$ cat config.mk
export PLATFORM = sky130hd
export DESIGN_NAME = vram_arbiter
export DESIGN_NICKNAME = d
export VERILOG_FILES = /design/src/rtl/vram_arbiter.sv
export SDC_FILE = /design/constraint.sdc
export NUM_CORES = 1
export LEC_CHECK = 0
export CAP_MARGIN = 10
export CORE_ASPECT_RATIO = 1.25
export CORE_MARGIN = 2
export CORE_UTILIZATION = 30
export CTS_BUF_LIST = sky130_fd_sc_hd__clkbuf_16
export DETAILED_ROUTE_END_ITERATION = 12
export GPL_TIMING_DRIVEN = 0
export PLACE_DENSITY_LB_ADDON = 0.05
export SYNTH_ARGS = -nofsm -noshare
export SYNTH_HDL_FRONTEND = slang
export SYNTH_SLANG_ARGS = --single-unit
export TNS_END_PERCENT = 10
$ cat constraint.sdc
create_clock -name clk -period 4.4 [get_ports clk]
set_input_delay 1.32 -clock clk [delete_from_list [all_inputs] [get_ports clk]]
set_output_delay 1.32 -clock clk [all_outputs]
set_load 0.05 [all_outputs]
$ cat src/rtl/vram_arbiter.sv
`default_nettype none
// ============================================================================
// vram_arbiter : 3-cycle SPRAM sequencer sharing video RAM between video
//                fetch (fixed priority) and host. Optional: VRAM_STARVE_GUARD_EN
// Revision     : 1.0
// ============================================================================
module vram_arbiter #(
  parameter int AW       = 14,
  parameter int DW       = 16,
  parameter int MAX_WAIT = 8
) (
  input  logic          clk,
  input  logic          reset,
  input  logic          vid_req,
  input  logic [AW-1:0] vid_addr,
  output logic          vid_ack,
  output logic [DW-1:0] vid_rdata,
  input  logic          host_req,
  input  logic          host_we,
  input  logic [AW-1:0] host_addr,
  input  logic [DW-1:0] host_wdata,
  output logic          host_ack,
  output logic [DW-1:0] host_rdata,
  output logic          mem_cs,
  output logic          mem_we,
  output logic [AW-1:0] mem_addr,
  output logic [DW-1:0] mem_wdata,
  input  logic [DW-1:0] mem_rdata,
  output logic [1:0]    state
);

  typedef enum logic [1:0] {
    ST_IDLE   = 2'd0,
    ST_ACCESS = 2'd1,
    ST_RESP   = 2'd2
  } fsm_t;

  localparam logic [1:0] OWN_NONE = 2'b00;
  localparam logic [1:0] OWN_VID  = 2'b01;
  localparam logic [1:0] OWN_HOST = 2'b10;

  if (MAX_WAIT < 1) begin : g_bad_max_wait
    $error("vram_arbiter: MAX_WAIT must be at least 1");
  end

  fsm_t          cur_st, nxt_st;
  logic [1:0]    state_d;
  logic          cs_d, we_d, vack_d, hack_d;
  logic [AW-1:0] addr_d;
  logic [DW-1:0] wdata_d, vrd_d, hrd_d;
  logic          starve_hit;
  logic          grant_host;

  // Host wins only when video is absent, or when the starvation guard fires.
  assign grant_host = host_req && (!vid_req || starve_hit);

`ifdef VRAM_STARVE_GUARD_EN
  localparam int CW = (MAX_WAIT < 1) ? 1 : $clog2(MAX_WAIT + 1);

  logic [CW-1:0] starve_cnt, starve_cnt_d;

  assign starve_hit = (starve_cnt == CW'(MAX_WAIT));

  always_comb begin
    starve_cnt_d = starve_cnt;
    if (cur_st == ST_IDLE && host_req) begin
      if (grant_host) begin
        starve_cnt_d = '0;
      end else if (vid_req && !starve_hit) begin
        starve_cnt_d = starve_cnt + 1'b1;
      end
    end
  end

  always_ff @(posedge clk) begin
    if (reset) begin
      starve_cnt <= '0;
    end else begin
      starve_cnt <= starve_cnt_d;
    end
  end
`else
  assign starve_hit = 1'b0;
`endif

  always_comb begin
    nxt_st  = cur_st;
    state_d = state;
    cs_d    = 1'b0;
    we_d    = 1'b0;
    vack_d  = 1'b0;
    hack_d  = 1'b0;
    addr_d  = mem_addr;
    wdata_d = mem_wdata;
    vrd_d   = vid_rdata;
    hrd_d   = host_rdata;
    unique case (cur_st)
      ST_IDLE: begin
        state_d = OWN_NONE;
        if (grant_host) begin
          nxt_st  = ST_ACCESS;
          state_d = OWN_HOST;
          cs_d    = 1'b1;
          we_d    = host_we;
          addr_d  = host_addr;
          wdata_d = host_wdata;
        end else if (vid_req) begin
          nxt_st  = ST_ACCESS;
          state_d = OWN_VID;
          cs_d    = 1'b1;
          addr_d  = vid_addr;
        end
      end
      ST_ACCESS: begin
        // SRAM read data is sampled on the edge that closes the access cycle.
        nxt_st = ST_RESP;
        if (state == OWN_VID) begin
          vack_d = 1'b1;
          vrd_d  = mem_rdata;
        end else begin
          hack_d = 1'b1;
          if (!mem_we) begin
            hrd_d = mem_rdata;
          end
        end
      end
      ST_RESP: begin
        nxt_st  = ST_IDLE;
        state_d = OWN_NONE;
      end
      default: begin
        nxt_st  = ST_IDLE;
        state_d = OWN_NONE;
      end
    endcase
  end

  always_ff @(posedge clk) begin
    if (reset) begin
      cur_st     <= ST_IDLE;
      state      <= OWN_NONE;
      mem_cs     <= 1'b0;
      mem_we     <= 1'b0;
      mem_addr   <= '0;
      mem_wdata  <= '0;
      vid_ack    <= 1'b0;
      host_ack   <= 1'b0;
      vid_rdata  <= '0;
      host_rdata <= '0;
    end else begin
      cur_st     <= nxt_st;
      state      <= state_d;
      mem_cs     <= cs_d;
      mem_we     <= we_d;
      mem_addr   <= addr_d;
      mem_wdata  <= wdata_d;
      vid_ack    <= vack_d;
      host_ack   <= hack_d;
      vid_rdata  <= vrd_d;
      host_rdata <= hrd_d;
    end
  end

endmodule
`default_nettype wire
Word-level counts from Yosys, hierarchy flattened
Cells that the tools add are included.
{"block": "classes", "n_eq_ne": 3, "mux": 12, "bitwise_logic": 5, "reduce_logical": 11}
{"cell": "14-bit 2-to-1 mux", "count": 2}
{"cell": "2-bit case mux with 2 select lines", "count": 2}
{"cell": "2-bit 2-to-1 mux", "count": 3}
{"cell": "2-bit AND reduction", "count": 3}
{"cell": "1-bit 2-to-1 mux", "count": 5}
{"cell": "1-bit inverter", "count": 5}
{"cell": "2-bit by 1-bit == test with 1-bit output (second input constant)", "count": 2}
{"cell": "2-bit OR reduction", "count": 2}
{"cell": "3-bit inequality test (second input constant)", "count": 1}
{"cell": "3-bit AND reduction", "count": 1}
{"cell": "3-bit OR reduction", "count": 1}
{"cell": "2-bit logical NOT", "count": 1}
{"cell": "2-bit nonzero test", "count": 1}
{"cell": "1-bit logical AND", "count": 1}
{"cell": "1-bit logical NOT", "count": 1}
{"block": "word_totals", "ff_bits": 70, "output_inout_bits": 68, "elab_cells": 41}

Longest topological paths before layout
{"block": "depth", "word_depth": 4, "mapped_depth": 6, "depth_no_buf": 3}

Least setup slack after synthesis
OpenSTA, ideal clock, no wires.
{"block": "synth_path", "path_type": "input to register", "startpoint": "input vid_req", "endpoint": "register mem_addr[5]", "setup_time_ns": 0.086, "t_arrival_ns": 2.238, "required_time_ns": 4.314, "setup_slack_ns": 2.076, "stages": 6, "path_buffers": 3, "cell_sequence": "or2_1 clkbuf_1 and2_1 buf_6 buf_6 a211oi_1"}
{"block": "synth_between", "elab_chain_cells": 4}
{"item": "start: declaration", "line_no": "14", "rtl": "input logic vid_req,"}
{"item": "1-bit logical NOT", "line_no": "55", "rtl": "assign grant_host = host_req && (!vid_req || starve_hit);"}
{"item": "1-bit logical AND", "line_no": "55"}
{"item": "2-bit nonzero test (no line)"}
{"item": "2-bit AND reduction (no line)"}
{"item": "end signal: assignment", "line_no": "155", "rtl": "mem_addr <= addr_d;"}
{"item": "end: declaration", "line_no": "26", "rtl": "output logic [AW-1:0] mem_addr,"}
Parallel ways exist; a longest one is shown, timed or not.
A chain may end at the register's enable or synchronous reset.

Final worst setup path
{"block": "layout_path", "startpoint": "register state[1]", "endpoint": "output state[1]"}
{"item": "start: declaration", "line_no": "29", "rtl": "output logic [1:0] state"}
{"item": "start signal: assignment", "line_no": "152", "rtl": "state <= state_d;"}
No word-level cell between the ends.

==> metrics.cfg <==
[die]
rows=39
die_h_um=112
boundaryPins=133
core_area_mm2=0.00913
initial_core_util_pct=30.7
dieArea_mm2=0.0101
die_x_um=90.5

[power_and_ir_drop]
powerDensity_mw_per_mm2=401
swShare_pct=27.7
p_int_mw=1.33
finalPower_mw=1.84
leakage_nw=1.69
p_seq_share_pct=37.9
power_frac_comb_pct=21.7
power.clock.fraction_pct=40.4
ir_worst_vdd_mv=0.227
switchingPower_uw=508

[critical_path]
worstPathRequired_ps=3080
crit_type=flop to output pin
crit_chain=clkdlybuf4s50_1
end_kind=output pin
path_max_fanout=5
cp_data_arrival_time_ps=1580
cpLargestDelayFamily=buffers and inverters
cp_num_buf_inv=1
startpoint_type=flop
cp_slowest_stage_delay_ps=850
slowest_stage=clkdlybuf4s50_1

[place]
hpwl_um=5690
dp.cells=555
globalplace.congestion=0.692
placed_cell_area_mm2=0.00428
io_buffers=132
post-place-ws_ps=1310

[timing]
finalCriticalPeriod_ps=2900
slew_viol_final=0
period_share_pct=65.8
rsz0062_at_grt=false
holdWs_ps=451
finalHoldViolations=0
timing.fmax_mhz=345
finalSetupViolations=0
slew_headroom_pct=61.5
worst_clock_skew_ps=4.23
fin_ws_ps=1500
tns_ps=0
worst_slew_pin_slew_ps=577

[clocking]
cts_setup_buffers=0
cts-buffers-inserted=9
clkTransAtPathRegs_ps=50
postCtsHoldBufs=0
clk_latency_ps=320
cts_tree=built
cts_root_buf=clkbuf_16
clock_path_buffers=2
htree_levels=3
cts.sinks=70
cts_resized=0

[logic_synthesis]
muxShareOfSynthArea_pct=11.1
syn_nets=365
syn_avg_cell_area_um2=9.34
synth_top_family_by_area=simple AND/OR/NAND/NOR gates
ys_seq_area_share_pct=50.0
netlist_instances=300
syn_area_mm2=0.00280
synth_compound_area_share_pct=12.8
synth-seq-cells=70
ys_warn_count=0
synth_xor_xnor_area_share_pct=0
yosys.area_share.simple_pct=21.2
ys_types=26
synth_fa_ha_area_share_pct=0

[final_layout]
antenna_cells=0
n_fill_cell=885
final_cells=571
nets=508
area_growth_pct=63.6
final_common_cell=clkdlybuf4s50_1
final_cell_mix=clkdlybuf4s50_1 (132), dfxtp_1 (70), nand2_1 (64), a21oi_1 (46), nand2b_1 (33)
final_util_pct=50.2
drive_gt1_share_pct=7.14
fin_area_mm2=0.00458
seqCellArea_mm2=0.00140
multiInputGateArea_mm2=0.00126

[route]
wl_met1_um=3320
wl_met3_um=542
route.met2.wl_um=3640
via_per_inst=4.48
drc=0
drt-total-wl_um=7630
drt_iter0_markers=64
top_layer_used=met4
routedWlPerCell_um=13.4
vias=2558
drt_pre_antenna_iters=4
postRouteAntennaNets=0

[grt]
grt_use_total_pct=15.3
grt_pass1_wl_um=12500
overflow=0
grt_antenna_before_repair=0
grt_pass1_vias=2519
grt_max_degree=12

[outcome]
status=complete, no violations

[hold_path]
hold_path_class=flop to flop

[flow_run]
maxCapViolations=0

-- per-layer routing --
metal / vias to the layer above / global-route usage, %
met5: - / 0
met1: 1167 / 18.3
met3: 9 / 4.36
li1: 1293 / -
met4: 0 / 6.77
met2: 89 / 25.8
-- flip-flops by register name, summed over array words and instances (netlist names) --
| signal | count |
|---|---|
| host_rdata | 16 |
| mem_wdata | 16 |
| vid_rdata | 16 |
| mem_addr | 14 |
| cur_st | 2 |
| state | 2 |
| host_ack | 1 |
| mem_cs | 1 |
| mem_we | 1 |
| vid_ack | 1 |
-- cells by family (layout without fill, tap and decap cells) --
kind of cell           after synthesis  in the layout
AND/OR/NAND/NOR                    114            114
multiplexers                        31             31
flip-flops                          70             70
buffers and inverters               24            172
AO/OA/AOI/OAI                       61             61
-- cell type report --
cell class | count | share of cell area [%]
multi-input combinational | 206 | 27.6
timing repair buffer | 132 | 28.8
buffer | 24 | 3.00
clock inverter | 7 | 1.77
clock buffer | 9 | 4.91
sequential | 70 | 30.6
tap | 123 | 3.36
-- synthesized netlist by cell type (all sizes together) --
library cell,n,area (µm²)
dfxtp,70,1400
nand2,64,240
a21oi,46,230
nand2b,34,215
mux2i,31,310
a211oi,14,120
clkbuf,13,50.0
buf,11,87.6
nor2,3,11.3
nor2b,3,18.8
nor3,3,26.3
and2,1,6.26
and4bb,1,12.5
nand4bb,1,11.3
nor3b,1,12.5
nor4b,1,23.8
o2bb2ai,1,8.76
or2,1,6.26
or4b,1,10.0
-- final timing paths --
path | startpoint | to | slack (ps) | depth (start not counted)
max | state[1] | state[1] | 1500 | 1
min | mem_wdata[14] | mem_wdata[14] | 450 | 2
max reg2reg | cur_st[0] | host_rdata[15] | 2750 | 4
min reg2reg | mem_wdata[14] | mem_wdata[14] | 450 | 2
-- power groups by stage --
stage | Sequential (mW) | Clock [mW] | Combinational (mW)
3_3_place_gp | 0.709 | 0 | 0.402
6_report | 0.697 | 0.742 | 0.399
5_1_grt | 0.702 | 0.793 | 0.424
3_5_place_dp | 0.710 | 0 | 0.403
4_1_cts | 0.697 | 0.767 | 0.405
2_1_floorplan | 0.838 | 0 | 0.112
(Power assumes the default switching activity.)
==> RTL change 1: new RTL, same flow settings <==
Encoding of `fsm_t`: now one-hot (3 bits for 3 states).
--- a/src/rtl/vram_arbiter.sv
+++ b/src/rtl/vram_arbiter.sv
@@ -31,6 +31,6 @@
 
-  typedef enum logic [1:0] {
-    ST_IDLE   = 2'd0,
-    ST_ACCESS = 2'd1,
-    ST_RESP   = 2'd2
+  typedef enum logic [2:0] {
+    ST_IDLE   = 3'b001,
+    ST_ACCESS = 3'b010,
+    ST_RESP   = 3'b100
   } fsm_t;
Behaviour: no difference found for any inputs over 10 cycles, from zero or initial values and one cycle with reset high; not proved beyond that.
==> RTL change 1 against the original RTL <==
- sequential power grew 0.9%
- clock power decreased by 6.3%
- wire length grew 6.2%
- first-iteration DRC count grew 3.1%
- sequential share of layout area decreased by 0.31 points
- combinational power is 5.3% higher
- power is 1.1% lower
- final area grew 2.5%
- synthesized area increased by 5.4%
- worst setup slack improved by 53 ps
- largest power group is now registers
- global-route usage grew 0.19 points
- highest routed layer unchanged
- sequential cell count rose by 1
- register-to-register slack worse by 80 ps
==> RTL change 1: results <==
[critical_path]
rrSetupSlack_ps = 2670
cp_max_fo = 3
r2r_start = "cur_st[2]$_SDFFE_PP0P_"
critPathMaxStageDelay_ps = 830
rr_worst_depth = 5
reg2reg_to = "mem_addr[11]$_SDFFE_PP0P_"
cp.arrival_ps = 1520

[layout]
drive_above_1_share = 0.0656
inverters = 2
n_all_buffers = 160
multi_input_area_share = 0.288
regArea_sq_um = 1420
bufAreaShareNonClock = 0.313
multi_input_gates = 193
final.fill_count = 957
clkCellAreaFrac = 0.0605
antenna_cells = 0
fin_nets = 502

[synth]
syn_nets = 361
synth.top_cells.by_area = "dfxtp_1, mux2i_1, nand2b_1"
ys_types = 29
avgSynthCellArea_sq_um = 9.98
yosysSeqAreaShare = 0.481

[routing]
drt_iter0_markers = 66
dr_total_vias = 2620

[status]
status = "finished clean"

[global_route]
grtUsageMet3 = 0.0400
met2_usage = 0.264
grt_pass1_vias = 2655
grtUsageMet1 = 0.179
grt_use_total = 0.155
grt_pass1_wl_um = 12900

[min_path]
min_from = "vid_rdata[13]$_SDFFE_PP0P_"
holdPathEnd = "vid_rdata[13]$_SDFFE_PP0P_"

[clock_network]
clock-sinks = 71

[power_and_ir_drop]
power_density_nw_per_um2 = 387
p_leak_nw = 1.81
ir_worst_vdd_v = 0.000182

[place]
preCtsSetupSlack_ps = 1370
dpl.hpwl_um = 5940
gp_congestion = 0.709

[sta]
post-route-min-period_ps = 2840
slew_headroom = 0.635
RTL change 1: stage by stage:
stage	hold WS, ps	std cells
2_1_floorplan	510	296
3_3_place_gp	460	552
3_5_place_dp	463	552
4_1_cts	475	568
5_1_grt	494	568
6_report	468	568
RTL change 1: worst register-to-register path: stages, from the launching register on:
cell and delay [ps]:
dfxtp_1 300, buf_6 130, nor3b_1 460, clkbuf_1 400, a21oi_1 120, a211oi_1 230
RTL change 1: report_power, final:
part	switching (mW)	internal, mW
clock	0.265	0.430
sequential	0.0210	0.682
combinational	0.246	0.174
RTL change 1: layer usage:
metal | part of all wire | wire, um
met3 | 0.065 | 527
met5 | 0 | 0
met2 | 0.48 | 3910
met4 | 0.023 | 187
met1 | 0.43 | 3480
RTL change 1: cell families (layout without fill, tap and decap cells):
logic type             count (synthesis)  after routing  share of synthesized area
muxes                                 46             46                      0.156
AOI/OAI and AO/OA                     62             62                      0.119
DFF                                   71             71                      0.481
buffers and inverters                 32            178                     0.0601
and+or+nand+nor                       85             85                      0.184
==> RTL change 2: new RTL, same settings <==
Without the edit above. Change the parameter `DW` from 16 to 20.
--- a/src/rtl/vram_arbiter.sv
+++ b/src/rtl/vram_arbiter.sv
@@ -8,3 +8,3 @@
   parameter int AW       = 14,
-  parameter int DW       = 16,
+  parameter int DW       = 20,
   parameter int MAX_WAIT = 8
Ports: changed (5 resized); port bits go from 133 to 153. The function was not compared with the original's and may differ.
==> RTL change 2 against the original RTL <==
- final area rose by 13%
- die area rose by 15%
- via count rose by 15%
- synthesized area rose by 16%
- sequential cell count rose by 12
- power rose by 7.8%
- worst setup slack improved by 1.1 ps
- register-to-register slack improved by 100 ps
- wire length rose by 20%
- critical path type unchanged
- critical endpoint unchanged
==> RTL change 2: results <==
[synth]
syn_nets = 425
yosysWarningCount = 0
yosysSeqAreaShare = 0.506
ys_types = 22
synth.top_cells.by_area = "dfxtp_1, mux2i_1, nand2_1"
synth_commonest_cells = "dfxtp_1, nand2_1, a21oi_1"
synth-async-reset-ratio = 0

[layout]
drive_above_1_share = 0.0751
fin_nets = 587
antenna_cells = 0
largestRegisters = "host_rdata: 20 flops, mem_wdata: 20 flops, vid_rdata: 20 flops"

[critical_path]
critPathMaxStageDelay_ps = 850
cp_max_fo = 5
cp_slowest_cell = "clkdlybuf4s50_1"
cp.arrival_ps = 1570
crit_family = "buffers and inverters"

[sta]
fin_worst_skew_ps = 6.72
worst_pin_slew_ps = 545
setup_tns_ps = 0

[power_and_ir_drop]
ir_worst_vdd_v = 0.000248
p_leak_nw = 1.91

[global_route]
met2_usage = 0.270
grt_pass1_vias = 2972
antenna_found_initial = 0
gr-total-overflow = 0
grtUsageMet3 = 0.0618
grtUsageMet1 = 0.184
grt_pass1_wl_um = 14900
grt_use_total = 0.159
grt_start_max_net_pins = 13

[clock_network]
worst_skew_pair.late_latency_ps = 330
post_cts_resized = 0
cts_root_buf = "clkbuf_16"
post_cts_buffers = 0
cts_made_buffers = 9
clkTransAtPathRegs_ps = 60
cts_max_path_buffers = 2
cts_htree_levels = 3

[routing]
post_drt_wl_per_cell_um = 14.1
drt_iter0_markers = 62
viasPerCell = 4.53
dr.pass1.iters = 4
drc = 0

[place]
gp_congestion = 0.685
place_area_sq_um = 4920
port_buffers = 151
dpl.hpwl_um = 6800

[status]
status = "finished clean"

[min_path]
hp-class = "register to register"
[RTL change 2: worst paths after layout]
path	slack, ps	cells past startpoint	start	endpoint
worst max-delay path	1510	1	state[1]$_SDFFE_PP0P_	state[1]
worst min-delay path	450	2	vid_rdata[5]$_SDFFE_PP0P_	vid_rdata[5]$_SDFFE_PP0P_
worst max register to register	2850	4	cur_st[0]$_SDFFE_PP0P_	mem_addr[11]$_SDFFE_PP0P_
worst min register to register	450	2	vid_rdata[5]$_SDFFE_PP0P_	vid_rdata[5]$_SDFFE_PP0P_
[RTL change 2: cells by family (layout without fill, tap and decap cells)]
logic type / Yosys count / after routing / share of synthesized area
AOI/OAI and AO/OA: 69 / 69 / 0.134
buffers and inverters: 28 / 195 / 0.0424
DFF: 82 / 82 / 0.506
muxes: 35 / 35 / 0.108
and+or+nand+nor: 138 / 138 / 0.209
[RTL change 2: per-layer routing]
| layer | vias up | share of wire |
|---|---|---|
| li1 | 1501 | - |
| met1 | 1348 | 0.43 |
| met2 | 88 | 0.48 |
| met3 | 11 | 0.076 |
| met4 | 0 | 0.014 |
| met5 | - | 0 |
[RTL change 2: final cells by class]
type / count / area (sq um)
multi-input combinational: 242 / 1460
timing repair buffer: 151 / 1510
clock buffer: 9 / 225
buffer: 28 / 138
sequential: 82 / 1640
fill: 1048 / 5360
clock inverter: 7 / 55.1
tap: 132 / 165
[RTL change 2: metrics by stage]
stage               instances  setup WS, ps  hold WS (ps)
floorplan                 352          2100           488
global placement          635          1450           442
detailed placement        635          1430           446
CTS                       651          1490           454
global route              651          1440           476
finish                    651          1510           454
[RTL change 2: report_power, final]
group / internal [mW] / switching, mW / leakage (nW)
sequential: 0.787 / 0.0245 / 0.670
clock: 0.429 / 0.289 / 0.154
combinational: 0.188 / 0.264 / 1.08
